File: config.mk
export PLATFORM = sky130hd
export DESIGN_NAME = alu_sequencer
export DESIGN_NICKNAME = d
export VERILOG_FILES = /design/src/rtl/alu_sequencer.sv
export SDC_FILE = /design/constraint.sdc
export NUM_CORES = 1
export LEC_CHECK = 0
export ABC_AREA = 1
export BUFFER_PORTS_ARGS = -buffer_cell sky130_fd_sc_hd__buf_2
export CAP_MARGIN = 5
export CORE_MARGIN = 1
export CORE_UTILIZATION = 59
export DETAILED_ROUTE_END_ITERATION = 12
export GPL_ROUTABILITY_DRIVEN = 0
export PLACE_DENSITY = 0.91
export SYNTH_ARGS = -nofsm -noshare
export SYNTH_HDL_FRONTEND = slang
export SYNTH_SLANG_ARGS = --single-unit
File: constraint.sdc
create_clock -name Clk -period 4.6 [get_ports Clk]
set_input_delay 0.92 -clock Clk [delete_from_list [all_inputs] [get_ports Clk]]
set_output_delay 0.92 -clock Clk [all_outputs]
set_load 0.02 [all_outputs]
File: src/rtl/alu_sequencer.sv
// alu_sequencer: drives the ALU function select and operand buses to build
// SUB, OR, XOR and MUL out of the ALU primitives ADD, AND, NOT and PASSA.
// The sequencer performs one ALU pass per clock and uses a
// start/ready/done handshake.
module alu_sequencer #(
  parameter int unsigned WIDTH = 16
) (
  input  logic             Clk,
  input  logic             Reset,
  input  logic             Start,
  input  logic [1:0]       Op,
  input  logic [WIDTH-1:0] X,
  input  logic [WIDTH-1:0] Y,
  output logic             Ready,
  output logic             Done,
  output logic [WIDTH-1:0] Result,
  output logic [1:0]       AluFn,
  output logic [WIDTH-1:0] AluA,
  output logic [WIDTH-1:0] AluB,
  input  logic [WIDTH-1:0] AluOut
);

  // Counter holds the step index (0..6) for the logic ops and the iteration
  // index (0..WIDTH) for MUL, so it needs at least 3 bits.
  localparam int unsigned CntW = ($clog2(WIDTH + 1) > 3) ? $clog2(WIDTH + 1) : 3;

  localparam logic [1:0] OpSub = 2'b00;
  localparam logic [1:0] OpOr  = 2'b01;
  localparam logic [1:0] OpXor = 2'b10;
  localparam logic [1:0] OpMul = 2'b11;

  localparam logic [1:0] FnAdd   = 2'b00;
  localparam logic [1:0] FnAnd   = 2'b01;
  localparam logic [1:0] FnNot   = 2'b10;
  localparam logic [1:0] FnPassa = 2'b11;

  // StStep walks the per-op micro-program indexed by {op_q, cnt_q}.
  localparam logic [1:0] StIdle   = 2'd0;
  localparam logic [1:0] StStep   = 2'd1;
  localparam logic [1:0] StMulAdd = 2'd2;
  localparam logic [1:0] StMulDbl = 2'd3;

  logic [1:0]       state_q, state_d;
  logic [1:0]       op_q, op_d;
  logic [WIDTH-1:0] ra_q, ra_d;
  logic [WIDTH-1:0] rb_q, rb_d;
  logic [WIDTH-1:0] t_q, t_d;
  logic [WIDTH-1:0] u_q, u_d;
  logic [WIDTH-1:0] acc_q, acc_d;
  logic [CntW-1:0]  cnt_q, cnt_d;
  logic [WIDTH-1:0] result_q, result_d;
  logic             done_q, done_d;

  logic [1:0]       alu_fn;
  logic [WIDTH-1:0] alu_a;
  logic [WIDTH-1:0] alu_b;
  logic             finish;

  // Bus drive and next-state: one ALU pass per state, result captured from
  // the combinational AluOut on the closing edge of the same cycle.
  always_comb begin
    alu_fn   = FnPassa;
    alu_a    = result_q;
    alu_b    = '0;
    finish   = 1'b0;
    state_d  = state_q;
    op_d     = op_q;
    ra_d     = ra_q;
    rb_d     = rb_q;
    t_d      = t_q;
    u_d      = u_q;
    acc_d    = acc_q;
    cnt_d    = cnt_q;
    result_d = result_q;

    unique case (state_q)
      StIdle: begin
        if (Start) begin
          ra_d    = X;
          rb_d    = Y;
          acc_d   = '0;
          cnt_d   = '0;
          op_d    = Op;
          state_d = (Op == OpMul) ? StMulAdd : StStep;
        end
      end

      StStep: begin
        cnt_d = cnt_q + CntW'(1);
        unique case (op_q)
          OpSub: begin
            case (cnt_q)
              CntW'(0): begin alu_fn = FnNot; alu_a = rb_q; t_d = AluOut; end
              CntW'(1): begin
                alu_fn = FnAdd; alu_a = t_q; alu_b = WIDTH'(1); t_d = AluOut;
              end
              default: begin alu_fn = FnAdd; alu_a = ra_q; alu_b = t_q; finish = 1'b1; end
            endcase
          end
          OpOr: begin
            case (cnt_q)
              CntW'(0): begin alu_fn = FnNot; alu_a = ra_q; t_d = AluOut; end
              CntW'(1): begin alu_fn = FnNot; alu_a = rb_q; u_d = AluOut; end
              CntW'(2): begin alu_fn = FnAnd; alu_a = t_q; alu_b = u_q; t_d = AluOut; end
              default: begin alu_fn = FnNot; alu_a = t_q; finish = 1'b1; end
            endcase
          end
          OpXor: begin
            // (A OR B) AND NOT (A AND B)
            case (cnt_q)
              CntW'(0): begin alu_fn = FnNot; alu_a = ra_q; t_d = AluOut; end
              CntW'(1): begin alu_fn = FnNot; alu_a = rb_q; u_d = AluOut; end
              CntW'(2): begin alu_fn = FnAnd; alu_a = t_q; alu_b = u_q; t_d = AluOut; end
              CntW'(3): begin alu_fn = FnNot; alu_a = t_q; t_d = AluOut; end
              CntW'(4): begin alu_fn = FnAnd; alu_a = ra_q; alu_b = rb_q; u_d = AluOut; end
              CntW'(5): begin alu_fn = FnNot; alu_a = u_q; u_d = AluOut; end
              default: begin alu_fn = FnAnd; alu_a = t_q; alu_b = u_q; finish = 1'b1; end
            endcase
          end
          default: begin
            // MUL never runs from StStep; recover to idle if it somehow does.
            state_d = StIdle;
          end
        endcase
        if (finish) begin
          result_d = AluOut;
          state_d  = StIdle;
        end
      end

      StMulAdd: begin
        alu_fn  = FnAdd;
        alu_a   = acc_q;
        alu_b   = rb_q[0] ? ra_q : '0;
        acc_d   = AluOut;
        state_d = StMulDbl;
      end

      StMulDbl: begin
        alu_fn = FnAdd;
        alu_a  = ra_q;
        alu_b  = ra_q;
        ra_d   = AluOut;
        rb_d   = rb_q >> 1;
        cnt_d  = cnt_q + CntW'(1);
        if (cnt_q == CntW'(WIDTH - 1)) begin
          finish   = 1'b1;
          result_d = acc_q;
          state_d  = StIdle;
        end else begin
          state_d = StMulAdd;
        end
      end

      default: state_d = StIdle;
    endcase
  end

  // State and datapath registers; reset aborts any operation in flight.
  always_ff @(posedge Clk or posedge Reset) begin
    if (Reset) begin
      state_q  <= StIdle;
      op_q     <= OpSub;
      ra_q     <= '0;
      rb_q     <= '0;
      t_q      <= '0;
      u_q      <= '0;
      acc_q    <= '0;
      cnt_q    <= '0;
      result_q <= '0;
      done_q   <= 1'b0;
    end else begin
      state_q  <= state_d;
      op_q     <= op_d;
      ra_q     <= ra_d;
      rb_q     <= rb_d;
      t_q      <= t_d;
      u_q      <= u_d;
      acc_q    <= acc_d;
      cnt_q    <= cnt_d;
      result_q <= result_d;
      done_q   <= finish;
    end
  end

  assign Ready  = (state_q == StIdle);
  assign Done   = done_q;
  assign Result = result_q;
  assign AluFn  = alu_fn;
  assign AluA   = alu_a;
  assign AluB   = alu_b;

endmodule

* Yosys cells after proc, flatten, opt, wreduce, memory -nomap -nowiden
Cells that the tools add are included.
** Word-level totals
- Register bits :: 106
- Bits of input ports :: 53
- Output and inout port bits :: 52
- Word-level logic and storage cells :: 107
** Operators by class
- $add $sub $neg :: 1
- Equal/unequal tests :: 21
- Mux-type cells :: 47
- Reductions and logical operators :: 28
** Operators by type and width (number)
- $pmux 16 s2 :: 9
- $pmux 16 s3 :: 6
- $mux 16 :: 12
- $mux 2 :: 8
- $ne 2x2->1 const B :: 8
- $reduce_or 3->1 :: 4
- $eq 5x2->1 const B :: 2
- $eq 5x3->1 const B :: 2
- $pmux 5 s2 :: 1
- $reduce_and 2->1 :: 5
- $reduce_bool 2->1 :: 5
- $reduce_or 2->1 :: 5
- $eq 2x2->1 const B :: 4
- $pmux 2 s4 :: 1
- $pmux 2 s3 :: 1
- $reduce_or 6->1 :: 1
- $add 5x1->5 const B :: 1
- $eq 5x1->1 const B :: 1
- $eq 5x4->1 const B :: 1
- $logic_not 5->1 :: 1
- $mux 1 :: 5
- $mux 5 :: 1
- $reduce_and 5->1 :: 1
- $eq 2x1->1 const B :: 2
- 9 further kinds :: 10

* Logic depth before layout (Yosys ltp)
Gate-level depths: netlist of the first run.
- Depth after elaboration :: 7
- Gate-level depth with buffers :: 15

* Worst setup path before layout of the first run
Ideal clock, no wire load.
- Kind :: register to output
- From :: reg cnt_q[0]
- To :: out AluA[10]
- Arrival :: 1.800 ns
- Data required time :: 3.680 ns
- Path slack :: 1.880 ns
- Cell stages (with the launch flop) :: 15
- Cell sequence :: dfrtp_1 -> inv_1 -> ha_1 -> inv_1 -> nor2_4 -> nand2_4 -> nand2_2 -> buf_2 -> nand2_1 -> nor2_1 -> nor2_1 -> nor2_1 -> nand2_1 -> nand2_1 -> nand3_1
** On the way
- Word-level cells in the longest chain between the ends :: 5
- Elaborated cells between the ends (all ways) :: 10
- Classes of those cells :: eq/ne (3); mux (5); reduce/logical (2)
** RTL lines
- start, declared :: line 50 : logic [CntW-1:0] cnt_q, cnt_d;
- start signal, assigned :: line 180 : cnt_q <= cnt_d;
- $eq 5x3->1 / $logic_not 5->1 (equally long branches) :: line 110, 92, 101
- $reduce_or 2->1 (no line)
- $pmux 16 s3 :: line 110 : case (cnt_q)
- $pmux 16 s3 * :: line 90 : unique case (op_q)
- $pmux 16 s3 * :: line 76 : unique case (state_q)
- end, declared :: line 18 : output logic [WIDTH-1:0] AluA,
Every way passes the cells marked *; elsewhere a longest branch is shown, timed or not.

* Worst setup path after layout of the first run
- From :: reg cnt_q[1]
- To :: out AluA[9]
The elaborated chain is that of the path after synthesis.

==> results.txt, run 1 <==
The endpoint of the most critical register-to-register path is ra_q[10]$_DFFE_PP0P_. VDD sags by at most 0.0005331 V. The number of buffers created by CTS is 9. Setup repair after global routing left no endpoint under its margin.

The root buffer cell chosen for the clock tree is sky130_fd_sc_hd__clkbuf_16. The netlist area before placement came out at 0.007605 sq mm. Input and output buffers added on the ports amount to 104. The number of resized instances in the post-cts repair step came out at 0. The antenna violation net count after detailed routing is 0. The via count of the routed design is 8512. The post-synthesis cell type count is 34. Ranked by instance count, the synthesized netlist is headed by sky130_fd_sc_hd__nand2_1, sky130_fd_sc_hd__o21ai_0, sky130_fd_sc_hd__inv_1, sky130_fd_sc_hd__nor2_1, sky130_fd_sc_hd__dfrtp_1. After detailed routing, the total wire length is 23920 microns. The ratio of cells with drive above 1 in the final layout came out at 0.1361. The achievable frequency came out at 0.2448 GHz.

At the end of the flow the core is filled with cells to 0.6722. The origin of the worst setup path is cnt_q[1]$_DFFE_PP0P_. The number of global-route vias before repair is 7466.

The part of the Yosys area used for sequential elements came out at 0.3488. The number of nets in the synthesized netlist came out at 1244. Traced cell by cell, the critical path runs through inv_1, ha_1, inv_2, nor2_4, nand2_2, nand2_2, nor2_2, nand2_1, nand2_1, nor2_1, nand3_1, nand2_1, nand3_1, buf_2. In this run the core area contains 41 standard-cell rows. The initial utilization of the core area, before any placement, comes to 0.6051. The number of flops mapped to enable cells by yosys is 0.

The worst hold path passes through 2 cells. Yosys instantiated no cell more often than sky130_fd_sc_hd__nand2_1. The clock latency of the later-clocked register in the worst-skew pair is 380 ps.

The hold buffer count at CTS came out at 0. In this run the critical register-to-register path is launched from state_q[1]$_DFFE_PP0P_. In the global route stage, overall resource usage came out at 0.3709. The start-to-end type of the worst setup path is reg2out. In this run the worst path has a maximum fanout of 26.

Setup violations remaining at the end of the flow were counted as 0. The worst endpoint required time came out at 3680 ps. Setup slack on the critical path of the routed design comes to 514.6 ps.

The max capacitance violation total is 0. The largest stage delay on the critical path came out at 770 ps. The number of antenna violations at the first check in global routing came out at 0. The share of Yosys cell area claimed by the top area cell type is 0.3488. The nature of the critical path startpoint is a flop. In this run the worst hold path is classified as reg2reg. The total power density per cell area came out at 911.1 mW/mm^2.

The count of final hold-check violations was 0. The deepest clock path buffer count is 2. The top cell family by delay on the critical path is simple AND/OR/NAND/NOR gates. The number of diodes added for antenna fixing came out at 0. After synthesis, the cell types taking the most area are sky130_fd_sc_hd__dfrtp_1, sky130_fd_sc_hd__nand2_1, sky130_fd_sc_hd__o21ai_0.

The post-synthesis instance total is 1186. The final number of max-transition violations is 0. For this run, design rule violations remaining after detail routing come to 0. Among the stages of the critical path, the cell type that occurs most often is sky130_fd_sc_hd__nand2_1. From synthesis to final layout, the design area changed by 11.09%. The worst register-to-register path has a depth of 6. The transition time at the pin with the least slew margin came out at 1192 ps.

The number of buffers and inverters on the critical path is 3. The final cycle utilization of the critical path is 0.8881. 105 I/O pins were placed. The flow ran to the end, and the final reports show no timing, DRC or antenna violations. In the synthesized netlist the dominant register cell turns out to be sky130_fd_sc_hd__dfrtp_1. A synthesized cell averages 6.412 sq um. The first global-routing pass estimated 38160 microns of wire. The analysis attributes to cell leakage a power of 4.433 nW. The HPWL reported at the end of detailed placement is 16870 microns. The path with the worst hold slack has its endpoint at acc_q[12]$_DFFE_PP0P_. The total number of nets in the final design is 1302. The residual overflow from global routing is 0. The die boundary height is 115.5 microns. After layout, the minimum clock period comes to 4085 ps. The endpoint kind of the worst setup timing path is an output port. Across the routed clock network, the largest skew measured is 7.869 ps. The worst-case register-to-register setup slack came out at 1470 ps.

The tightest slew margin relative to the limit is 0.2025. The clock tree synthesis step divided the H-tree into 3 levels. The number of search-and-repair iterations in the first detailed-routing pass is 7. After clock tree synthesis, the clock-pin slew on the worst setup and hold paths is 80 ps. The setup TNS is 0 ps. The largest total area in the synthesized netlist belongs to sky130_fd_sc_hd__dfrtp_1. The flop and latch count out of synthesis is 106.

The worst slack after detailed placement is 1017 ps. The slowest stage of the critical path belongs to the cell sky130_fd_sc_hd__nor2_2. For this design, the sink count on the clock tree is 106. The total die area is 0.01335 sq mm. The width of the die is 115.5 microns. The proportion of synthesized flip-flops having asynchronous set or reset is 1.000. The pin count of the biggest net entering global routing is 77. In the routed layout, each cell is associated on average with a via count of 5.990. The source of the worst hold timing path is acc_q[12]$_DFFE_PP0P_. TritonCTS built the clock tree. The buffers inserted during post-CTS setup optimization is 0. The count of warnings emitted by yosys is 0. The worst path arrival time is 3170 ps. The average routed wire per standard cell came out at 16.83 microns. Across all hold checks on the routed design, the worst slack comes to 543.7 ps. The detailed router finished its first iteration with 1361 violations. The core region area came out at 0.01257 sq mm.
==> power by group <==
| group | total [mW] | switching [mW] | internal, mW |
|---|---|---|---|
| clock | 0.789 | 0.407 | 0.382 |
| sequential | 1.97 | 0.571 | 1.39 |
| combinational | 4.94 | 3.43 | 1.52 |
| total | 7.70 | 4.40 | 3.29 |
==> layout by cell type, fill, tap and decap left out, drive strengths merged <==
master    instances
o21ai           174
nor2            119
a22oi            14
inv             128
clkinv            1
nand3b           18
o211ai            2
nor3              1
clkinvlp          3
nand3           104
o22ai            34
dfrtp           106
a21boi            1
o21a             16
nand4             9
ha                5
o31ai             1
clkbuf            9
a21oi            14
buf             118
a31oi             1
nand2           367
or2               4
==> stage by stage <==
stage,instance area [sq um],power [mW],std cells
detailed placement,8153,6.697,1405
floorplan,7605,5.395,1186
CTS,8448,7.507,1421
global route,8448,8.248,1421
global placement,8153,6.560,1405
finish,8448,7.697,1421
==> cell families after synthesis <==
family          Yosys count  share of synthesized area
buf+inv                 196                     0.1038
compound gates          257                     0.1871
fa+ha+maj                 5                   0.008226
simple gates            622                     0.3521
flops                   106                     0.3488
==> registers in the layout, indices dropped and copies added, names as in the netlist <==
| register | cells |
|---|---|
| u_q | 16 |
| cnt_q | 5 |
| t_q | 16 |
| op_q | 2 |
| Result | 16 |
| acc_q | 16 |
| Done | 1 |
| state_q | 2 |
| rb_q | 16 |
| ra_q | 16 |
==> layer usage <==
| metal | track usage | up-vias | wire (microns) |
|---|---|---|---|
| met2 | 0.5102 | 648 | 9734 |
| met1 | 0.5553 | 3823 | 9993 |
| met4 | 0.1351 | 0 | 607 |
| li1 | - | 3971 | - |
| met3 | 0.09833 | 70 | 3584 |
| met5 | 0 | - | 0 |
==> layout make-up <==
cell class | instances | area, sq um
sequential | 106 | 2653
timing repair buffer | 118 | 625.6
fill | 1083 | 4120
tap | 172 | 215.2
inverter | 125 | 471.7
clock inverter | 7 | 70.07
multi-input combinational | 884 | 4188
clock buffer | 9 | 225.2
==> worst max path at each step <==
| stage | to | slack (ps) | depth (start not counted) |
|---|---|---|---|
| after global placement | AluA[10] | 1120 | 13 |
| after detailed placement | AluA[9] | 1020 | 14 |
| after floorplan | Done$_DFF_PP0_ | 890 | 1 |
| after global routing | AluA[10] | 340 | 14 |
| after CTS | AluA[7] | 600 | 14 |
| final | AluA[9] | 510 | 14 |
==> worst reg2reg max path, delay by kind of cell (launching register included) <==
kind	cells	cell delay [ps]
simple gates	2	730
flops	1	1040
buf+inv	2	860
compound gates	2	410
Note: power is estimated with default switching activity, not from simulation.
==> run 2: changes to the inputs <==
--- a/config.mk
+++ b/config.mk
@@ -7,12 +7,11 @@
 export LEC_CHECK = 0
 export ABC_AREA = 1
 export BUFFER_PORTS_ARGS = -buffer_cell sky130_fd_sc_hd__buf_2
-export CAP_MARGIN = 5
 export CORE_MARGIN = 1
 export CORE_UTILIZATION = 59
 export DETAILED_ROUTE_END_ITERATION = 12
 export GPL_ROUTABILITY_DRIVEN = 0
-export PLACE_DENSITY = 0.91
+export PLACE_DENSITY = 0.82
 export SYNTH_ARGS = -nofsm -noshare
 export SYNTH_HDL_FRONTEND = slang
 export SYNTH_SLANG_ARGS = --single-unit
==> run 2 against run 1 <==
  * Core utilization is essentially flat
  * Total power decreased by 0.54%
  * Routed wire length fell by 0.26%
  * Worst setup slack lost 16 ps
  * Critical path depth did not move
  * Global-route usage increased by 0.47 points
  * Flip-flop and latch count did not move
  * Sequential share of layout area about the same
  * Non-clock buffer count up 1
==> results.txt, run 2 (synthesis gave the netlist of run 1 again) <==
Status: completed (unchanged). Critical Path, Cell by Cell: inv_1, ha_1, inv_2, nor2_4, nand2_2, nand2_2, nor2_2, nand2_1, nand2_1, nor2_1, nand3_1, nand2_1, nand3_1, buf_2 (unchanged). The die boundary height is 115.5 microns (unchanged). RSZ-0062 raised after global routing: no (unchanged). The overall power after layout is 7.656 mW (was 7.697 mW). The hold buffer count at CTS was 0 (unchanged). The detail-routed via count per cell came out at 5.828 (was 5.990). The antenna violation net count after detailed routing came to 0 (unchanged). The number of diodes added for antenna fixing came out at 0 (unchanged). The final setup violation count is 0 (unchanged). The buffering stage count on the worst path with inverters included came to 3 (unchanged). The ratio of cells with drive above 1 in the final layout came to 0.1360 (was 0.1361). The total number of nets in the final design was 1303 (was 1302). The number of search-and-repair iterations in the first detailed-routing pass is 5 (was 7). The final hold slack came out at 536.9 ps (was 543.7 ps).

The post-CTS clock slew at the launch and capture registers of the worst setup and hold paths was 80 ps (about the same). The clock root buffer master is sky130_fd_sc_hd__clkbuf_16 (unchanged). The pin count of the biggest net entering global routing came out at 70 (was 77). The initial core utilization was 0.6051 (unchanged).

The net switching power was 4.343 mW (was 4.404 mW). The number of instances in the placed design came out at 1406 (was 1405). The number of antenna violations at the first check in global routing was 0 (unchanged). The largest stage delay on the critical path is 800 ps (was 770 ps).

The max capacitance violation total is 0 (unchanged). The final cycle utilization of the critical path came to 0.8917 (was 0.8881). The count of cell instances traversed by the critical path came out at 14 (unchanged).

The part of the total power dissipated in the clock network is 0.102 (about the same). The number of global-route vias before repair is 7309 (was 7466). The average routed wire per standard cell came out at 16.78 microns (was 16.83 microns). The deepest clock path buffer count came out at 2 (unchanged). The number of buffers created by CTS came out at 9 (unchanged). The number of top-level design ports came out at 105 (unchanged). The total power density per cell area came to 905.8 mW/mm^2 (was 911.1 mW/mm^2). The achievable frequency came to 0.2438 GHz (was 0.2448 GHz).

The total die area is 0.01335 sq mm (unchanged). The nature of the critical path startpoint was a flop (unchanged). The via count of the routed design came to 8288 (was 8512). The total wire length is 23860 microns (was 23920 microns). The critical-path maximum fanout is 26 (unchanged).

The start-to-end type of the worst setup path is reg2out (unchanged). The worst hold path depth came out at 2 (unchanged). The post-route DRC violation count came out at 0 (unchanged). The width of the die came out at 115.5 microns (unchanged). The filler-free cell count of the finished design came to 1422 (was 1421). The fraction of power spent switching nets came to 0.5673 (was 0.5721). The worst path arrival time is 3180 ps (was 3170 ps). The internal power is 3.313 mW (was 3.294 mW). The violation count after the first detailed-route iteration is 1048 (was 1361). The worst reg2reg path depth is 5 (was 6). The setup TNS came out at 0 ps (unchanged). The count of final hold-check violations is 0 (unchanged). The number of resized instances in the post-cts repair step came out at 0 (unchanged). The class of the worst hold path was reg2reg (unchanged). The cell occurring most often along the worst timing path is sky130_fd_sc_hd__nand2_1 (unchanged). The sequential fraction of design power is 0.254 (was 0.255). The area overhead of the layout relative to synthesis is 11.14% (was 11.09%). The count of H-tree levels built during CTS was 3 (unchanged). The endpoint kind of the worst setup timing path is an output port (unchanged). The clock net sink count is 106 (unchanged).

The worst-case setup margin in the final layout is 498.1 ps (was 514.6 ps). The peak supply drop is 0.0004974 V (was 0.0005331 V). The worst-path cell with the longest stage delay is sky130_fd_sc_hd__nor2_2 (unchanged). The leading cell type in the layout, fill and taps excluded was sky130_fd_sc_hd__nand2_1 (unchanged). The buffers inserted during post-CTS setup optimization is 0 (unchanged). The core region area came to 0.01257 sq mm (unchanged). The final number of max-transition violations came out at 0 (unchanged). The worst-case clock skew came to 7.050 ps (was 7.869 ps). The global-route wire length before repair is 38490 microns (was 38160 microns). The worst slack after detailed placement was 946.7 ps (was 1017 ps). The worst endpoint required time came out at 3680 ps (about the same). The HPWL reported at the end of detailed placement is 16990 microns (was 16870 microns). Most used cells in the layout excluding fill and tap cells: sky130_fd_sc_hd__nand2_1, sky130_fd_sc_hd__o21ai_0, sky130_fd_sc_hd__inv_1 (unchanged). The part of the power in combinational logic came out at 0.644 (was 0.642).

The tightest slew margin relative to the limit came out at 0.2365 (was 0.2025). The number of I/O port buffers came out at 104 (unchanged). The top cell family by delay on the critical path is simple AND/OR/NAND/NOR gates (unchanged). The clock tree from TritonCTS is yes (unchanged). The number of core rows came out at 41 (unchanged). The clock latency of the later-clocked register in the worst-skew pair is 360 ps (was 380 ps). The residual overflow from global routing was 0 (unchanged). The global-route usage over all layers is 0.3756 (was 0.3709). The final period demand of the worst path came out at 4102 ps (was 4085 ps).

The transition time at the pin with the least slew margin came out at 1144 ps (was 1192 ps). The static leakage is 4.440 nW (was 4.433 nW).
-- run 2: changes by cell type in the layout (fill, tap and decap cells not counted) --
cell,change
sky130_fd_sc_hd__buf_4,+1
sky130_fd_sc_hd__clkbuf_1,+1
sky130_fd_sc_hd__clkbuf_8,+2
sky130_fd_sc_hd__clkinv_4,+1
sky130_fd_sc_hd__clkinv_8,-1
sky130_fd_sc_hd__clkinvlp_4,-1
sky130_fd_sc_hd__inv_6,-1
sky130_fd_sc_hd__inv_8,-1
-- run 2: power groups by stage --
stage          Clock, mW  Sequential, mW  Combinational [mW]
3_3_place_gp           0            1.91                4.73
5_1_grt            0.819            1.99                5.45
3_5_place_dp           0            1.91                4.81
2_1_floorplan          0            1.78                3.62
4_1_cts            0.784            1.90                4.83
6_report           0.779            1.94                4.93
-- run 2: worst min-delay path: stages (launching register included) --
cell	delay [ps]
sky130_fd_sc_hd__dfrtp_1	370
sky130_fd_sc_hd__nand2_1	60
sky130_fd_sc_hd__o21ai_0	70
-- run 2: area by class of cell --
type	instances	area (sq um)
fillers	1145	4116
inverters	125	471.7
clock inverters	4	35.03
repair buffers	119	633.1
clock buffers	12	256.5
well taps	172	215.2
flip-flops and latches	106	2653
multi-input cells	884	4188
-- run 2: routing by layer --
metal / part of all wire / global-route usage / wire length [microns]
met4: 0.014 / 0.09264 / 340
met2: 0.40 / 0.5106 / 9460
met3: 0.14 / 0.1062 / 3325
met5: 0 / 0 / 0
met1: 0.45 / 0.5795 / 10730
-- run 2: final timing paths --
kind | startpoint | end | slack (ps)
max | cnt_q[1]$_DFFE_PP0P_ | AluA[4] | 500
min | u_q[3]$_DFFE_PP0P_ | u_q[3]$_DFFE_PP0P_ | 540
max reg2reg | state_q[1]$_DFFE_PP0P_ | ra_q[14]$_DFFE_PP0P_ | 1430
min reg2reg | u_q[3]$_DFFE_PP0P_ | u_q[3]$_DFFE_PP0P_ | 540
max in group asynchronous | Reset | rb_q[11]$_DFFE_PP0P_ | 3110
min in group asynchronous | Reset | Result[7]$_DFFE_PP0P_ | 610
-- run 2: metrics by stage --
stage | area, sq um | utilization
after global placement | 8160 | 0.6493
final | 8452 | 0.6725
after CTS | 8452 | 0.6725
after detailed placement | 8160 | 0.6493
after global routing | 8452 | 0.6725
after floorplan | 7605 | -
==> run 3: changes to the inputs <==
--- a/config.mk
+++ b/config.mk
@@ -7,6 +7,7 @@
 export LEC_CHECK = 0
 export ABC_AREA = 1
 export BUFFER_PORTS_ARGS = -buffer_cell sky130_fd_sc_hd__buf_2
+export CORE_ASPECT_RATIO = 1.2
 export CORE_MARGIN = 1
 export CORE_UTILIZATION = 59
 export DETAILED_ROUTE_END_ITERATION = 12
==> run 3 against run 2 <==
  * Sequential power about the same
  * Worst setup slack improved by 9.7 ps
  * Die area about the same
  * Largest power group unchanged
==> results.txt, run 3 (synthesis gave the netlist of run 1 again) <==
The worst endpoint required time is 3680 ps (about the same). The setup TNS came out at 0 ps (unchanged). The class of the worst hold path is reg2reg (unchanged). The count of H-tree levels built during CTS came out at 3 (unchanged). The number of I/O port buffers is 104 (unchanged).

The worst slack after detailed placement is 977.7 ps (was 946.7 ps). The count of final hold-check violations came out at 0 (unchanged). The width of the die is 105.6 microns (was 115.5 microns).

The worst-case clock skew came out at 8.064 ps (was 7.050 ps). The transition time at the pin with the least slew margin is 1056 ps (was 1144 ps). The clock tree from TritonCTS is yes (unchanged).

The average routed wire per standard cell is 16.28 microns (was 16.78 microns). The top metal layer carrying routed signals is met4 (unchanged). The worst path arrival time is 3170 ps (was 3180 ps). The number of global-route vias before repair was 7318 (was 7309). The die boundary height is 126.4 microns (was 115.5 microns). The residual overflow from global routing is 0 (unchanged). The clock net sink count is 106 (unchanged). The nature of the critical path startpoint is a flop (unchanged). The total die area came out at 0.01335 sq mm (about the same). The via count of the routed design is 8292 (was 8288). Most used cells in the layout excluding fill and tap cells: sky130_fd_sc_hd__nand2_1, sky130_fd_sc_hd__o21ai_0, sky130_fd_sc_hd__inv_1 (unchanged). The total non-filler cell area in the finished layout is 0.008469 sq mm (was 0.008452 sq mm). The final number of max-transition violations came out at 0 (unchanged). The number of antenna violations at the first check in global routing was 0 (unchanged). The final hold slack came out at 539.5 ps (was 536.9 ps). The total wire length is 23020 microns (was 23860 microns). The final setup violation count came out at 0 (unchanged). The static leakage came out at 4.458 nW (was 4.440 nW). The placed instance area came out at 0.008150 sq mm (was 0.008160 sq mm). The buffers inserted during post-CTS setup optimization came out at 0 (unchanged). The deepest clock path buffer count is 2 (unchanged). The global-route wire length before repair is 37090 microns (was 38490 microns). The number of top-level design ports came out at 105 (unchanged).

The detail-routed via count per cell came to 5.864 (was 5.828). The initial core utilization came out at 0.6030 (was 0.6051). The core region area came out at 0.01261 sq mm (was 0.01257 sq mm). The number of diodes added for antenna fixing is 0 (unchanged). The final cycle utilization of the critical path came to 0.8896 (was 0.8917). The violation count after the first detailed-route iteration came out at 980 (was 1048). The total power density per cell area came out at 907.4 mW/mm^2 (was 905.8 mW/mm^2). The hold buffer count at CTS is 0 (unchanged). The met2 wirelength from detailed routing came to 9557 microns (was 9460 microns). The number of buffers created by CTS is 9 (unchanged).

The ratio of cells with drive above 1 in the final layout came out at 0.1352 (was 0.1360). The fill cell total of the finished layout is 1140 (was 1145). The post-route DRC violation count came out at 0 (unchanged). The number of resized instances in the post-cts repair step came out at 0 (unchanged). The area overhead of the layout relative to synthesis is 11.37% (was 11.14%). The amount of wire on met3 after detailed routing is 2902 microns (was 3325 microns). The critical-path maximum fanout is 26 (unchanged). The post-route met1 wirelength is 9974 microns (was 10730 microns). The max capacitance violation total came out at 0 (unchanged).

RSZ-0062 raised after global routing: no (unchanged). The number of search-and-repair iterations in the first detailed-routing pass came out at 6 (was 5). The number of core rows came to 45 (was 41).

The peak supply drop is 0.0004492 V (was 0.0004974 V). The HPWL reported at the end of detailed placement came out at 16330 microns (was 16990 microns). The clock latency of the later-clocked register in the worst-skew pair is 360 ps (about the same). The pin count of the biggest net entering global routing came to 78 (was 70).

The start-to-end type of the worst setup path is reg2out (unchanged). The final period demand of the worst path came out at 4092 ps (was 4102 ps). The clock root buffer master is sky130_fd_sc_hd__clkbuf_16 (unchanged). The global-route usage over all layers came out at 0.3505 (was 0.3756). The worst-case setup margin in the final layout is 507.8 ps (was 498.1 ps). The achievable frequency came out at 0.2444 GHz (was 0.2438 GHz). The leading cell type in the layout, fill and taps excluded is sky130_fd_sc_hd__nand2_1 (unchanged). The tightest slew margin relative to the limit came out at 0.2951 (was 0.2365). The post-CTS clock slew at the launch and capture registers of the worst setup and hold paths came out at 70 ps (was 80 ps). The antenna violation net count after detailed routing was 0 (unchanged). Status: completed (unchanged). The total number of nets in the final design is 1303 (unchanged). The endpoint kind of the worst setup timing path is an output port (unchanged).
==> run 3: cell count changes in the layout (fill, tap and decap cells not counted), sizes merged <==
cell      previous run  this run
bufinv               0         2
clkbuf              12        11
clkinvlp             2         0
inv                126       127
==> run 3: report_power, final <==
part	internal (mW)	switching, mW	total (mW)
Clock	0.483	0.371	0.854
Combinational	1.52	3.38	4.89
Sequential	1.40	0.542	1.94
Total	3.40	4.29	7.68
==> run 3: final timing paths <==
kind / startpoint / end / slack (ps) / depth (start not counted)
setup reg to reg: state_q[1]$_DFFE_PP0P_ / rb_q[7]$_DFFE_PP0P_ / 1630 / 5
setup / recovery: cnt_q[0]$_DFFE_PP0P_ / AluA[11] / 510 / 13
max in group asynchronous: Reset / u_q[11]$_DFFE_PP0P_ / 2860 / 3
hold reg to reg: u_q[3]$_DFFE_PP0P_ / u_q[3]$_DFFE_PP0P_ / 540 / 2
min in group asynchronous: Reset / Done$_DFF_PP0_ / 760 / 2
hold / removal: u_q[3]$_DFFE_PP0P_ / u_q[3]$_DFFE_PP0P_ / 540 / 2
==> run 3: stage by stage <==
step                      power (mW)  instances  utilization
after floorplan                5.395       1186            -
after global placement         6.594       1398       0.6462
after detailed placement       6.682       1398       0.6462
after CTS                      7.559       1414       0.6715
after global routing           8.290       1414       0.6715
final                          7.685       1414       0.6715
==> run 3: layout make-up <==
cell class | count | area (sq um) | area share
Clock buffer | 11 | 232.7 | 0.02748
Clock inverter | 5 | 86.33 | 0.01019
Inverter | 125 | 471.7 | 0.05570
Multi-Input combinational cell | 884 | 4188 | 0.4945
Sequential cell | 106 | 2653 | 0.3132
Tap cell | 164 | 205.2 | 0.02423
Timing Repair Buffer | 119 | 633.1 | 0.07475
==> run 3: worst max-delay path: stages (launching register included) <==
cell and delay [ps]:
sky130_fd_sc_hd__dfrtp_1 440, sky130_fd_sc_hd__ha_1 250, sky130_fd_sc_hd__inv_2 70, sky130_fd_sc_hd__nor2_4 60
sky130_fd_sc_hd__nand2_2 220, sky130_fd_sc_hd__nand2_2 330, sky130_fd_sc_hd__nor2_2 780, sky130_fd_sc_hd__nand2_1 110
sky130_fd_sc_hd__nand2_1 100, sky130_fd_sc_hd__nor2_1 50, sky130_fd_sc_hd__nand3_1 80, sky130_fd_sc_hd__nand2_1 60
sky130_fd_sc_hd__nand3_1 80, sky130_fd_sc_hd__buf_2 170
==> run 3: routing by layer <==
metal | vias to the layer above | global-route usage
met5 | - | 0
met4 | 0 | 0.1299
met3 | 53 | 0.07503
met2 | 555 | 0.5021
met1 | 3719 | 0.5200
li1 | 3965 | -
